## src/rtl/wind_decoder_pkg.sv

```systemverilog
// Shared constants for the wind decoder: light patterns, wind codes, FSM states.
// Optional WIND_DECODER_STATS_EN adds an error counter port in wind_decoder.
package wind_pkg;
  localparam logic [2:0] PAT_A = 3'b001;
  localparam logic [2:0] PAT_B = 3'b010;
  localparam logic [2:0] PAT_C = 3'b100;
  localparam logic [2:0] PAT_D = 3'b101;

  localparam logic [1:0] WIND_CALM = 2'b00;
  localparam logic [1:0] WIND_R2L  = 2'b01;
  localparam logic [1:0] WIND_L2R  = 2'b10;

  typedef enum logic [1:0] {EMPTY, TRACK, LOCK} state_t;

  function automatic logic is_legal_pat(input logic [2:0] p);
    return (p == PAT_A) || (p == PAT_B) || (p == PAT_C) || (p == PAT_D);
  endfunction
endpackage

```

## src/rtl/wind_decoder_if.sv

```systemverilog
// Light pattern in / wind state out bundle; err_cnt exists only with WIND_DECODER_STATS_EN.
interface wind_decoder_if;
  logic       pat_valid;
  logic [2:0] pat;
  logic [1:0] w_out;
  logic       w_valid;
  logic       err;
  logic       locked;
`ifdef WIND_DECODER_STATS_EN
  logic [7:0] err_cnt;

  modport master (output pat_valid, pat, input w_out, w_valid, err, locked, err_cnt);
  modport slave  (input pat_valid, pat, output w_out, w_valid, err, locked, err_cnt);
`else
  modport master (output pat_valid, pat, input w_out, w_valid, err, locked);
  modport slave  (input pat_valid, pat, output w_out, w_valid, err, locked);
`endif
endinterface

```

## src/rtl/wind_decoder_xlate.sv

```systemverilog
// Combinational decode of a (prev, curr) pattern pair into a wind code.
// prev is always a previously accepted legal pattern, so only curr is range-checked.
module wind_xlate
  import wind_pkg::*;
(
  input  logic [2:0] i_prev,
  input  logic [2:0] i_curr,
  output logic       o_legal_pat,
  output logic       o_legal_trans,
  output logic [1:0] o_w
);
  always_comb begin
    o_legal_pat   = is_legal_pat(i_curr);
    o_legal_trans = 1'b0;
    o_w           = WIND_CALM;
    case ({i_prev, i_curr})
      {PAT_A, PAT_D}, {PAT_B, PAT_D}, {PAT_C, PAT_D}, {PAT_D, PAT_B}: begin
        o_legal_trans = 1'b1;
        o_w           = WIND_CALM;
      end
      {PAT_A, PAT_B}, {PAT_B, PAT_C}, {PAT_C, PAT_A}, {PAT_D, PAT_A}: begin
        o_legal_trans = 1'b1;
        o_w           = WIND_R2L;
      end
      {PAT_A, PAT_C}, {PAT_B, PAT_A}, {PAT_C, PAT_B}, {PAT_D, PAT_C}: begin
        o_legal_trans = 1'b1;
        o_w           = WIND_L2R;
      end
      default: ;
    endcase
  end
endmodule

```

## src/rtl/wind_decoder.sv

```systemverilog
// Recovers wind codes from the light pattern stream, 1-cycle registered latency, no backpressure.
// WIND_DECODER_STATS_EN adds a saturating 8-bit err_cnt output.
module wind_decoder
  import wind_pkg::*;
#(
  parameter int LOCK_COUNT = 3,
  parameter int CNT_W      = 4
) (
  input  logic          clk,
  input  logic          reset,
  wind_decoder_if.slave bus
);
  localparam logic [CNT_W-1:0] LOCK_C = LOCK_COUNT[CNT_W-1:0];

  state_t           r_state, w_state_nxt;
  logic [2:0]       r_prev, w_prev_nxt;
  logic [CNT_W-1:0] r_cnt, w_cnt_nxt;
  logic [1:0]       r_w_out, w_w_out_nxt;
  logic             r_w_valid, w_w_valid_nxt;
  logic             r_err, w_err_nxt;

  logic       w_legal_pat;
  logic       w_legal_trans;
  logic [1:0] w_dec;

  wind_xlate u_xlate (
    .i_prev        (r_prev),
    .i_curr        (bus.pat),
    .o_legal_pat   (w_legal_pat),
    .o_legal_trans (w_legal_trans),
    .o_w           (w_dec)
  );

  always_comb begin
    w_state_nxt   = r_state;
    w_prev_nxt    = r_prev;
    w_cnt_nxt     = r_cnt;
    w_w_out_nxt   = r_w_out;
    w_w_valid_nxt = 1'b0;
    w_err_nxt     = 1'b0;
    if (bus.pat_valid) begin
      case (r_state)
        EMPTY: begin
          if (w_legal_pat) begin
            w_prev_nxt  = bus.pat;
            w_state_nxt = TRACK;
          end else begin
            w_err_nxt = 1'b1;
          end
        end
        default: begin
          if (!w_legal_pat) begin
            w_err_nxt   = 1'b1;
            w_state_nxt = EMPTY;
            w_cnt_nxt   = '0;
          end else if (!w_legal_trans) begin
            w_err_nxt   = 1'b1;
            w_prev_nxt  = bus.pat;
            w_state_nxt = TRACK;
            w_cnt_nxt   = '0;
          end else begin
            w_w_out_nxt   = w_dec;
            w_w_valid_nxt = 1'b1;
            w_prev_nxt    = bus.pat;
            // A zero count means w_out is stale (after an error), so restart the run.
            if (w_dec == r_w_out && r_cnt != '0)
              w_cnt_nxt = (r_cnt >= LOCK_C) ? LOCK_C : r_cnt + CNT_W'(1);
            else
              w_cnt_nxt = CNT_W'(1);
            w_state_nxt = (w_cnt_nxt == LOCK_C) ? LOCK : TRACK;
          end
        end
      endcase
    end
  end

  always_ff @(posedge clk) begin
    if (reset) begin
      r_state   <= EMPTY;
      r_prev    <= '0;
      r_cnt     <= '0;
      r_w_out   <= WIND_CALM;
      r_w_valid <= 1'b0;
      r_err     <= 1'b0;
    end else begin
      r_state   <= w_state_nxt;
      r_prev    <= w_prev_nxt;
      r_cnt     <= w_cnt_nxt;
      r_w_out   <= w_w_out_nxt;
      r_w_valid <= w_w_valid_nxt;
      r_err     <= w_err_nxt;
    end
  end

  assign bus.w_out   = r_w_out;
  assign bus.w_valid = r_w_valid;
  assign bus.err     = r_err;
  assign bus.locked  = (r_state == LOCK);

`ifdef WIND_DECODER_STATS_EN
  logic [7:0] r_err_cnt;

  always_ff @(posedge clk) begin
    if (reset)
      r_err_cnt <= '0;
    else if (w_err_nxt && r_err_cnt != 8'hFF)
      r_err_cnt <= r_err_cnt + 8'd1;
  end

  assign bus.err_cnt = r_err_cnt;
`endif
endmodule

```

## src/flat_wrapper.sv

```systemverilog
// flat-port wrapper written by rule: the top's interface ports become plain ports
module wind_decoder_flat import wind_pkg::*;
#(
  parameter int LOCK_COUNT = 3,
  parameter int CNT_W      = 4
)
  (clk, reset, bus_pat_valid, bus_pat, bus_w_out, bus_w_valid, bus_err, bus_locked);
  wind_decoder_if bus_i ();
  input  logic clk;
  input  logic reset;
  input wire logic [$bits(bus_i.pat_valid)-1:0] bus_pat_valid;
  input wire logic [$bits(bus_i.pat)-1:0] bus_pat;
  output wire logic [$bits(bus_i.w_out)-1:0] bus_w_out;
  output wire logic [$bits(bus_i.w_valid)-1:0] bus_w_valid;
  output wire logic [$bits(bus_i.err)-1:0] bus_err;
  output wire logic [$bits(bus_i.locked)-1:0] bus_locked;
  assign bus_i.pat_valid = bus_pat_valid;
  assign bus_i.pat = bus_pat;
  assign bus_w_out = bus_i.w_out;
  assign bus_w_valid = bus_i.w_valid;
  assign bus_err = bus_i.err;
  assign bus_locked = bus_i.locked;
  wind_decoder #(.LOCK_COUNT(LOCK_COUNT), .CNT_W(CNT_W)) u_core (.clk(clk), .reset(reset), .bus(bus_i));
endmodule
```

## config.mk

```make
export PLATFORM = sky130hd
export DESIGN_NAME = wind_decoder_flat
export DESIGN_NICKNAME = d
export VERILOG_FILES = /design/src/rtl/wind_decoder_pkg.sv /design/src/rtl/wind_decoder_if.sv /design/src/rtl/wind_decoder_xlate.sv /design/src/rtl/wind_decoder.sv /design/src/flat_wrapper.sv
export SDC_FILE = /design/constraint.sdc
export NUM_CORES = 1
export LEC_CHECK = 0
export ABC_AREA = 0
export CAP_MARGIN = 20
export CORE_MARGIN = 3
export CORE_UTILIZATION = 45
export CTS_BUF_LIST = sky130_fd_sc_hd__clkbuf_8
export DETAILED_ROUTE_END_ITERATION = 8
export DONT_BUFFER_PORTS = 1
export PLACE_DENSITY_LB_ADDON = 0.12
export SYNTH_ARGS = -nofsm -noshare
export SYNTH_HDL_FRONTEND = slang
export SYNTH_SLANG_ARGS = --single-unit
```

## constraint.sdc

```tcl
create_clock -name clk -period 2.45 [get_ports clk]
set_input_delay 0.49 -clock clk [delete_from_list [all_inputs] [get_ports clk]]
set_output_delay 0.49 -clock clk [all_outputs]
set_load 0.01 [all_outputs]
```

* Word-level counts from Yosys, hierarchy flattened
Cells that the tools add are included.
** Cells by class
- Add/sub/neg operators :: 1
- Multiply operators :: 0
- Div/mod/pow operators :: 0
- Order comparisons :: 1
- Equality and inequality tests :: 20
- Shift-type cells :: 0
- Multiplexer cells :: 20
- Bitwise gates (word level) :: 3
- Reductions and logical operators :: 15
** Operators by type and width (count)
- $eq A6 B6 Y1 const B :: 6
- $mux W4 :: 8
- $eq A6 B4 Y1 const B :: 3
- $eq A6 B5 Y1 const B :: 3
- $reduce_or A12 Y1 :: 1
- $reduce_or A4 Y1 :: 3
- $mux W2 :: 5
- $eq A3 B3 Y1 const B :: 2
- $mux W1 :: 6
- $reduce_and A2 Y1 :: 3
- $add A4 B1 Y4 const B :: 1
- $eq A4 B2 Y1 const B :: 1
- $ge A4 B2 Y1 const B :: 1
- $pmux W2 S2 :: 1
- $reduce_and A4 Y1 :: 1
- $reduce_bool A4 Y1 :: 1
- $eq A3 B1 Y1 const B :: 1
- $eq A3 B2 Y1 const B :: 1
- $logic_or A1 B1 Y1 :: 3
- $not A1 Y1 :: 3
- $eq A2 B2 Y1 :: 1
- $eq A2 B2 Y1 const B :: 1
- $logic_not A2 Y1 :: 1
- $ne A2 B1 Y1 const B :: 1
- 2 further kinds :: 2
** Word-level totals
- Bits in registers :: 13
- Latch bits :: 0
- RAM bits :: 0
- Bits in read-only memories :: 0
- Output and inout port bits :: 5
- Word-level logic and storage cells :: 66
- Memories :: 0

* Longest topological paths before layout
Gate-level depths: netlist (run 1).
- Depth in word-level cells :: 15
- Depth in mapped cells :: 7
- Mapped depth without buffers :: 7

* By module
A second synthesis (run 1) with hierarchy kept.
** Unflattened totals
- Cells, all modules :: 85
- Area total of the unflattened synthesis :: 701.9 um2
** By module, submodules not included
- wind_decoder :: times used 1, cells each 61, area each 565.5 um2, sequential area each 260.2 um2
- wind_xlate :: times used 1, cells each 24, area each 136.4 um2, sequential area each 0.0 um2

* Worst setup path before layout (run 1)
No wires, ideal clock.
- Kind :: input port to flip-flop
- Start point :: input port bus_pat[0]
- End point :: register u_core.r_cnt[0]
- Arrival time :: 2.005 ns
- Data required time :: 2.333 ns
- Slack :: 0.328 ns
- Stages :: 7
- Buffers on the path :: 1
- Path through :: buf_4 > nor4bb_1 > a31oi_1 > o31ai_1 > xor2_1 > or4_1 > a22o_1
** On the way
- Longest elaborated chain between the ends :: 12
- Elaborated cells between the ends (all ways) :: 33
- Those cells by class :: 17 x eq/ne; 9 x mux; 7 x reduce/logical
** Ends and longest elaborated chain
- start, declared :: line flat_wrapper.sv:12 : input wire logic [$bits(bus_i.pat)-1:0] bus_pat;
- $eq A6 B4 Y1, or another cell as far along :: line wind_decoder_xlate.sv:16 : case ({i_prev, i_curr})
- $reduce_or A4 Y1
- $pmux W2 S2 :: line wind_decoder_xlate.sv:16
- $eq A2 B2 Y1 :: line wind_decoder.sv:66 : if (w_dec == r_w_out && r_cnt != '0)
- $logic_and A1 B1 Y1 :: line wind_decoder.sv:66
- $mux W4 :: line wind_decoder.sv:66
- $mux W4 :: line wind_decoder.sv:56 : end else if (!w_legal_trans) begin
- $mux W4 :: line wind_decoder.sv:52 : if (!w_legal_pat) begin
- $mux W4 :: line wind_decoder.sv:42 : case (r_state)
- $mux W4 :: line wind_decoder.sv:41 : if (bus.pat_valid) begin
- $mux W4 :: line wind_decoder.sv:56
- $mux W4 (*) :: line wind_decoder.sv:52
- end signal, assigned :: line wind_decoder.sv:88 : r_cnt <= w_cnt_nxt;
- end, declared :: line wind_decoder.sv:17 : logic [CNT_W-1:0] r_cnt, w_cnt_nxt;
Every way passes the cells marked *; elsewhere a longest branch is shown, timed or not. The select of a mux whose other input is x is not followed.
A chain may end at the register's enable or synchronous reset.

* Final worst setup path (run 1)
- Start point :: register u_core.r_prev[1]
- End point :: register u_core.r_cnt[0]
** On the way
- Longest elaborated chain between the ends :: 12
- Elaborated cells between the ends (all ways) :: 26
- Those cells by class :: 13 x eq/ne; 9 x mux; 4 x reduce/logical
** Ends and longest elaborated chain
- start, declared :: line wind_decoder.sv:16 : logic [2:0] r_prev, w_prev_nxt;
- start signal, assigned :: line wind_decoder.sv:87 : r_prev <= w_prev_nxt;
- $eq A6 B4 Y1, or another cell as far along :: line wind_decoder_xlate.sv:16
- $reduce_or A4 Y1
- $pmux W2 S2 :: line wind_decoder_xlate.sv:16
- $eq A2 B2 Y1 :: line wind_decoder.sv:66
- $logic_and A1 B1 Y1 :: line wind_decoder.sv:66
- $mux W4 :: line wind_decoder.sv:66
- $mux W4 :: line wind_decoder.sv:56
- $mux W4 :: line wind_decoder.sv:52
- $mux W4 :: line wind_decoder.sv:42
- $mux W4 :: line wind_decoder.sv:41
- $mux W4 (*) :: line wind_decoder.sv:56
- $mux W4 (*) :: line wind_decoder.sv:52
Marked as above.

==> qor.yml, run 1 <==
pre_cts_slack_ns: 0.354
p_per_area_nw_per_um2: 560
timing.setup.tns_ns: 0
min_path_type: "primary input to register"
max_cap_violations: 0
use_met3: 0.0766
yosysWarnings: 0
postLayoutCoreUtil: 0.510
timing.rr.start: "u_core.r_prev[1]"
worst-r2r-setup-slack_ns: 0.41
htreeDepth: 1
cts.clk_slew.worst_paths_ns: 0.05
gp_congestion: 0.754
antenna_found_initial: 0
final_cells: 109
drtIter0Drc: 9
maxSlewViolCount: 0
area_growth_pct: 3.59
rows: 14
ys_ff_latch: 13
grt_pass1_vias: 559
avgViaCountPerCell: 6.08
die_h_um: 47.3
r2r_cells: 6
drive_gt1_frac: 0.0430
final_cell_mix: "13 x dfxtp_1, 11 x nand2_1, 8 x inv_1, 8 x nor2_1, 5 x a21oi_1"
synth-seq-area-share: 0.339
grt_max_degree: 13
routed-via-count: 663
layout_commonest_cell: "dfxtp_1"
post_cts_buffers: 0
busiest_layer: "met1"
cp-start-kind: "register"
synth_area_um2: 767
relSlewSlack: 0.658
core-area_um2: 1560
start_util: 0.492
use_met2: 0.198
hold_depth: 1
fin_skew_ns: 0.00244
first_pass_iters: 4
arrival_ns: 2.17
syn_nets: 102
peakVddDrop_v: 0.000371
yosysTopAreaCell: "dfxtp_1"
final_nets: 102
critPathKind: "register to register"
rsz0062_at_grt: "false"
dpl.hpwl_mm: 1.10
synth_cell_types: 37
setup_viol: 0
routed_wl_mm: 1.53
hold_ws_ns: 0.310
clock_latency_ns: 0.24
hold-path-endpoint: "u_core.r_prev[0]"
synthArstFlopShare: 0
fin_ws_ns: 0.410
pin_count: 11
syn_inst: 94
postCtsHoldBufs: 0
die_x_um: 47.3
cts-root-buf: "clkbuf_8"
crit_path_max_incr_delay_ns: 0.51
path_cells: "nor4bb_1 > a31oi_1 > o31ai_2 > xor2_1 > or4_1 > a22o_1"
outcome: "finished, final reports clean"
slowest_stage: "or4_1"
cp_max_fo: 8
cts_sinks: 13
synth_edf_count: 0
crit_required_ns: 2.58
diodes: 0
p_leak_uw: 0.000322
met1_usage: 0.241
cts_tree: "built"
postRouteAntennaNets: 0
fmax_mhz: 490
placed_cells: 105
timing_worst_slew_pin_value_ns: 0.507
avgRoutedWirePerCell_um: 14.1
finalHoldViolations: 0
grt_overflow: 0
fin_crit_sh: 0.833
numPortBuffers: 0
end_kind: "register"
grt_pass1_wl_mm: 2.53
r2r_end: "u_core.r_cnt[0]"
synth_flop_cell: "dfxtp_1"
drc_errors: 0
dieArea_um2: 2240
cts.path.max_buffers: 2
avgSynthCellArea_um2: 8.16
hp-start: "reset"
ctsResizeCount: 0
grt_use_total: 0.164
synth_area_leaders: "dfxtp_1 34%, nand2_1 5.4%, nor2_1 3.9%"
cts_buffers: 3
synth_top_area_frac: 0.339
fin_crit_ns: 2.04
==> area by class of cell <==
type / instances / area [µm²]
Clock buffer: 3 / 41.3
Clock inverter: 1 / 3.75
Fill cell: 165 / 764
Inverter: 7 / 26.3
Multi-Input combinational cell: 69 / 443
Sequential cell: 13 / 260
Tap cell: 16 / 20.0
==> metrics by stage <==
step	total power [µW]	instance area, µm²
floorplan	271	767
global placement	265	749
detailed placement	265	749
CTS	453	795
global route	465	795
finish	445	795
==> cells in the mapped netlist, drive strengths merged, types with 2 or more instances <==
cell,instances
nand4,3
or4,3
a21oi,5
dfxtp,13
ha,2
clkbuf,2
nor2b,2
o21ai,2
a31oi,3
xor2,3
nor3b,2
and2,2
inv,7
nor4bb,2
xnor2,2
nand3,2
o31ai,2
nor2,8
nand2,11
buf,3
==> state kept, by name, summed over array words and instances (netlist names) <==
register / flops
u_core.r_prev: 3
u_core.bus.w_out: 2
u_core.bus.err: 1
u_core.bus.w_valid: 1
u_core.r_cnt: 4
u_core.r_state: 2
==> worst max-delay path by stage <==
stage	depth (start not counted)	end	startpoint	slack, ns
after CTS	6	u_core.r_cnt[0]	u_core.r_prev[1]	0.41
after detailed placement	6	u_core.r_cnt[0]	bus_pat[2]	0.35
after global placement	6	u_core.r_cnt[0]	bus_pat[2]	0.41
final	6	u_core.r_cnt[0]	u_core.r_prev[1]	0.41
after global routing	6	u_core.r_cnt[0]	u_core.r_prev[1]	0.26
after floorplan	7	u_core.r_cnt[0]	bus_pat[0]	0.33
==> worst max-delay path: cells and delay by family, from the launching register on <==
| kind | cells | cell delay (ns) |
|---|---|---|
| and+or+nand+nor | 2 | 0.77 |
| AOI/OAI and AO/OA | 3 | 0.56 |
| DFF | 1 | 0.45 |
| xor gates and xnor gates | 1 | 0.14 |
==> metal layers <==
metal / wire length [µm] / vias up
met2: 600 / 19
met3: 116 / 4
met5: 0 / -
met4: 25 / 0
li1: - / 337
met1: 791 / 303
==> where the power goes <==
| group | internal [µW] | leakage [µW] | switching, µW | total [µW] |
|---|---|---|---|---|
| logic | 16.5 | 0.000190 | 20.3 | 36.8 |
| registers | 217 | 0.000105 | 7.15 | 224 |
| clock network | 110 | 0.0000269 | 73.3 | 184 |
==> cell families (layout without fill, tap and decap cells) <==
group,Yosys count,in the layout,synth area share
buffers and inverters,12,11,0.0832
multiplexers,1,1,0.0131
AO/OA/AOI/OAI,20,20,0.188
AND/OR/NAND/NOR,41,41,0.287
flip-flops,13,13,0.339
adder cells (fa/ha/maj),2,2,0.0326
XOR/XNOR,5,5,0.0571
No activity file was read; power rests on OpenSTA's default activity.
==> run 2, diff against run 1 <==
ABC_AREA = 1   (was 0)
clock period = 1.75 ns   (was 2.45 ns; I/O delays follow)
==> run 2 against run 1 <==
Compared with the run above: area after synthesis increased by 8.6%; combinational power increased by 81%; critical path depth increased by 5; first-iteration DRC count increased by 56%; sequential power increased by 39%; critical path type unchanged.
==> qor.yml, run 2 <==
max_cap_violations: 0
grt_use_total: 0.159
routed_wl_mm: 1.69
r2r_end: "u_core.r_state[0]"
cp_max_fo: 6
synth-seq-area-share: 0.312
syn_nets: 135
start_util: 0.512
clkPwrFrac: 0.410
avgViaCountPerCell: 5.08
cts.path.max_buffers: 2
cp-start-kind: "register"
regMostFlops: "u_core.r_cnt"
timing.setup.tns_ns: 0
p_int_uw: 482
p_per_area_nw_per_um2: 708
synth_area_leaders: "dfxtp_1 31%, nand2_1 12%, nand3_1 9.0%"
synth_flop_cell: "dfxtp_1"
relSlewSlack: 0.780
first_pass_iters: 4
synth_edf_count: 0
postRouteAntennaNets: 0
fin_skew_ns: 0.000727
outcome: "finished, final reports clean"
numPortBuffers: 0
ctsResizeCount: 0
power_switching_uw: 159
crit_required_ns: 1.89
timing.rr.start: "u_core.r_prev[2]"
r2r_cells: 11
end_kind: "register"
synth_top_area_frac: 0.312
yosysMostFrequentCell: "nand2_1"
postCtsHoldBufs: 0
area_growth_pct: 8.71
avgSynthCellArea_um2: 6.56
setup_viol: 0
cts_sinks: 13
die_h_um: 49.0
largestRegisters: "u_core.r_cnt (4), u_core.r_prev (3)"
maxSlewViolCount: 0
slowest_stage: "dfxtp_1"
dpl.hpwl_mm: 1.37
crit_path_max_incr_delay_ns: 0.39
rsz0062_at_grt: "false"
post_cts_buffers: 0
fill_cells: 159
largest_reg_flops: 4
grt_pass1_vias: 661
synthArstFlopShare: 0
final_cell_mix: "27 x nand2_1, 16 x inv_1, 15 x nand3_1"
peakVddDrop_v: 0.000504
arrival_ns: 1.60
path_cells: "inv_1 > nor2_4 > nand3_1 > nand2_1 > nor2_2 > nand2_2 > nand2_2 > nor2_4 > nand3_1 > nand2_1 > a21oi_2"
diodes: 0
timing_worst_slew_pin_value_ns: 0.326
fmax_mhz: 683
cts_buffers: 3
critPathKind: "register to register"
layout_commonest_cell: "nand2_1"
grt_pass1_wl_mm: 2.95
postLayoutCoreUtil: 0.556
cts_tree: "built"
synth_area_um2: 833
power.total_uw: 642
fin_crit_ns: 1.46
dieArea_um2: 2400
die_x_um: 49.0
drtIter0Drc: 14
crit_start: "u_core.r_prev[2]"
p_seq_frac: 0.486
clock_latency_ns: 0.24
yosysWarnings: 0
synth_cell_types: 22
drc_errors: 0
cts.clk_slew.worst_paths_ns: 0.05
pin_count: 11
antenna_found_initial: 0
worst-r2r-setup-slack_ns: 0.29
htreeDepth: 1
fin_crit_sh: 0.837
final_nets: 139
yosys-top-cells-count: "27 x nand2_1, 16 x inv_1, 15 x nand3_1"
ys_ff_latch: 13
gp_congestion: 0.843
finalHoldViolations: 0
syn_inst: 127
grt_overflow: 0
critPathCapture: "u_core.r_state[0]"
routed-via-count: 782
min_path_type: "primary input to register"
rows: 14
avgRoutedWirePerCell_um: 10.9
cts-root-buf: "clkbuf_8"
drive_gt1_frac: 0.192
grt_max_degree: 9
p_leak_uw: 0.000420
p_comb_frac: 0.104
yosysTopAreaCell: "dfxtp_1"
core-area_um2: 1630
switching_share: 0.249
run 2: cell count changes in the layout (fill, tap and decap cells not counted), sizes merged, moves of 3 or more:
cell	delta
nand3	+17
nand2	+19
or4	-3
a31oi	-3
xor2	-3
o21ai	+3
nor2	+12
inv	+14
run 2: final cells by class:
type	instances	area (µm²)	share of cell area
Clock buffer	3	41.3	0.0456
Clock inverter	1	5.00	0.00552
Inverter	23	86.3	0.0953
Multi-Input combinational cell	90	483	0.533
Sequential cell	13	260	0.287
Tap cell	24	30.0	0.0331
run 2: logic make-up after synthesis:
kind of cell | after synthesis | share of synthesized area
flip-flops | 13 | 0.312
buffers and inverters | 24 | 0.108
AO/OA/AOI/OAI | 14 | 0.0946
AND/OR/NAND/NOR | 74 | 0.455
adder cells (fa/ha/maj) | 2 | 0.0300
run 2: per-stage QoR:
stage	instances	hold slack [ns]	setup slack, ns	cell area (µm²)
after floorplan	127	0.425	0.448	833
after CTS	154	0.155	0.285	906
after global routing	154	0.154	0.133	906
final	154	0.161	0.286	906
after detailed placement	150	0.415	0.281	860
after global placement	150	0.414	0.282	860
run 2: per-layer routing:
metal	global-route usage	vias to the layer above	routed length, µm
li1	-	412	-
met1	0.220	355	872
met2	0.215	11	709
met3	0.0673	4	78
met4	0.0569	0	25
met5	0	-	0
run 2: power by group through the flow:
| stage | combinational (µW) | clock (µW) | sequential [µW] |
|---|---|---|---|
| after detailed placement | 66.3 | 0 | 318 |
| after CTS | 66.4 | 274 | 312 |
| after global placement | 66.1 | 0 | 318 |
| after global routing | 75.9 | 282 | 313 |
| final | 66.7 | 263 | 312 |
| after floorplan | 57.7 | 0 | 317 |
run 2: how the worst min path moves through the flow:
stage | from | to | slack [ns] | cells past startpoint
2_1_floorplan | u_core.r_cnt[3] | u_core.r_cnt[3] | 0.42 | 2
4_1_cts | reset | u_core.r_state[0] | 0.16 | 1
3_5_place_dp | reset | u_core.r_state[0] | 0.42 | 1
6_report | reset | u_core.r_state[0] | 0.16 | 1
5_1_grt | reset | u_core.r_state[0] | 0.15 | 1
3_3_place_gp | reset | u_core.r_state[0] | 0.41 | 1
run 2: worst max-delay path, delay by kind of cell (launching register included):
family                 cells  cell delay (ns)
AND/OR/NAND/NOR            9             0.83
AO/OA/AOI/OAI              1             0.05
flip-flops                 1             0.39
buffers and inverters      1             0.09
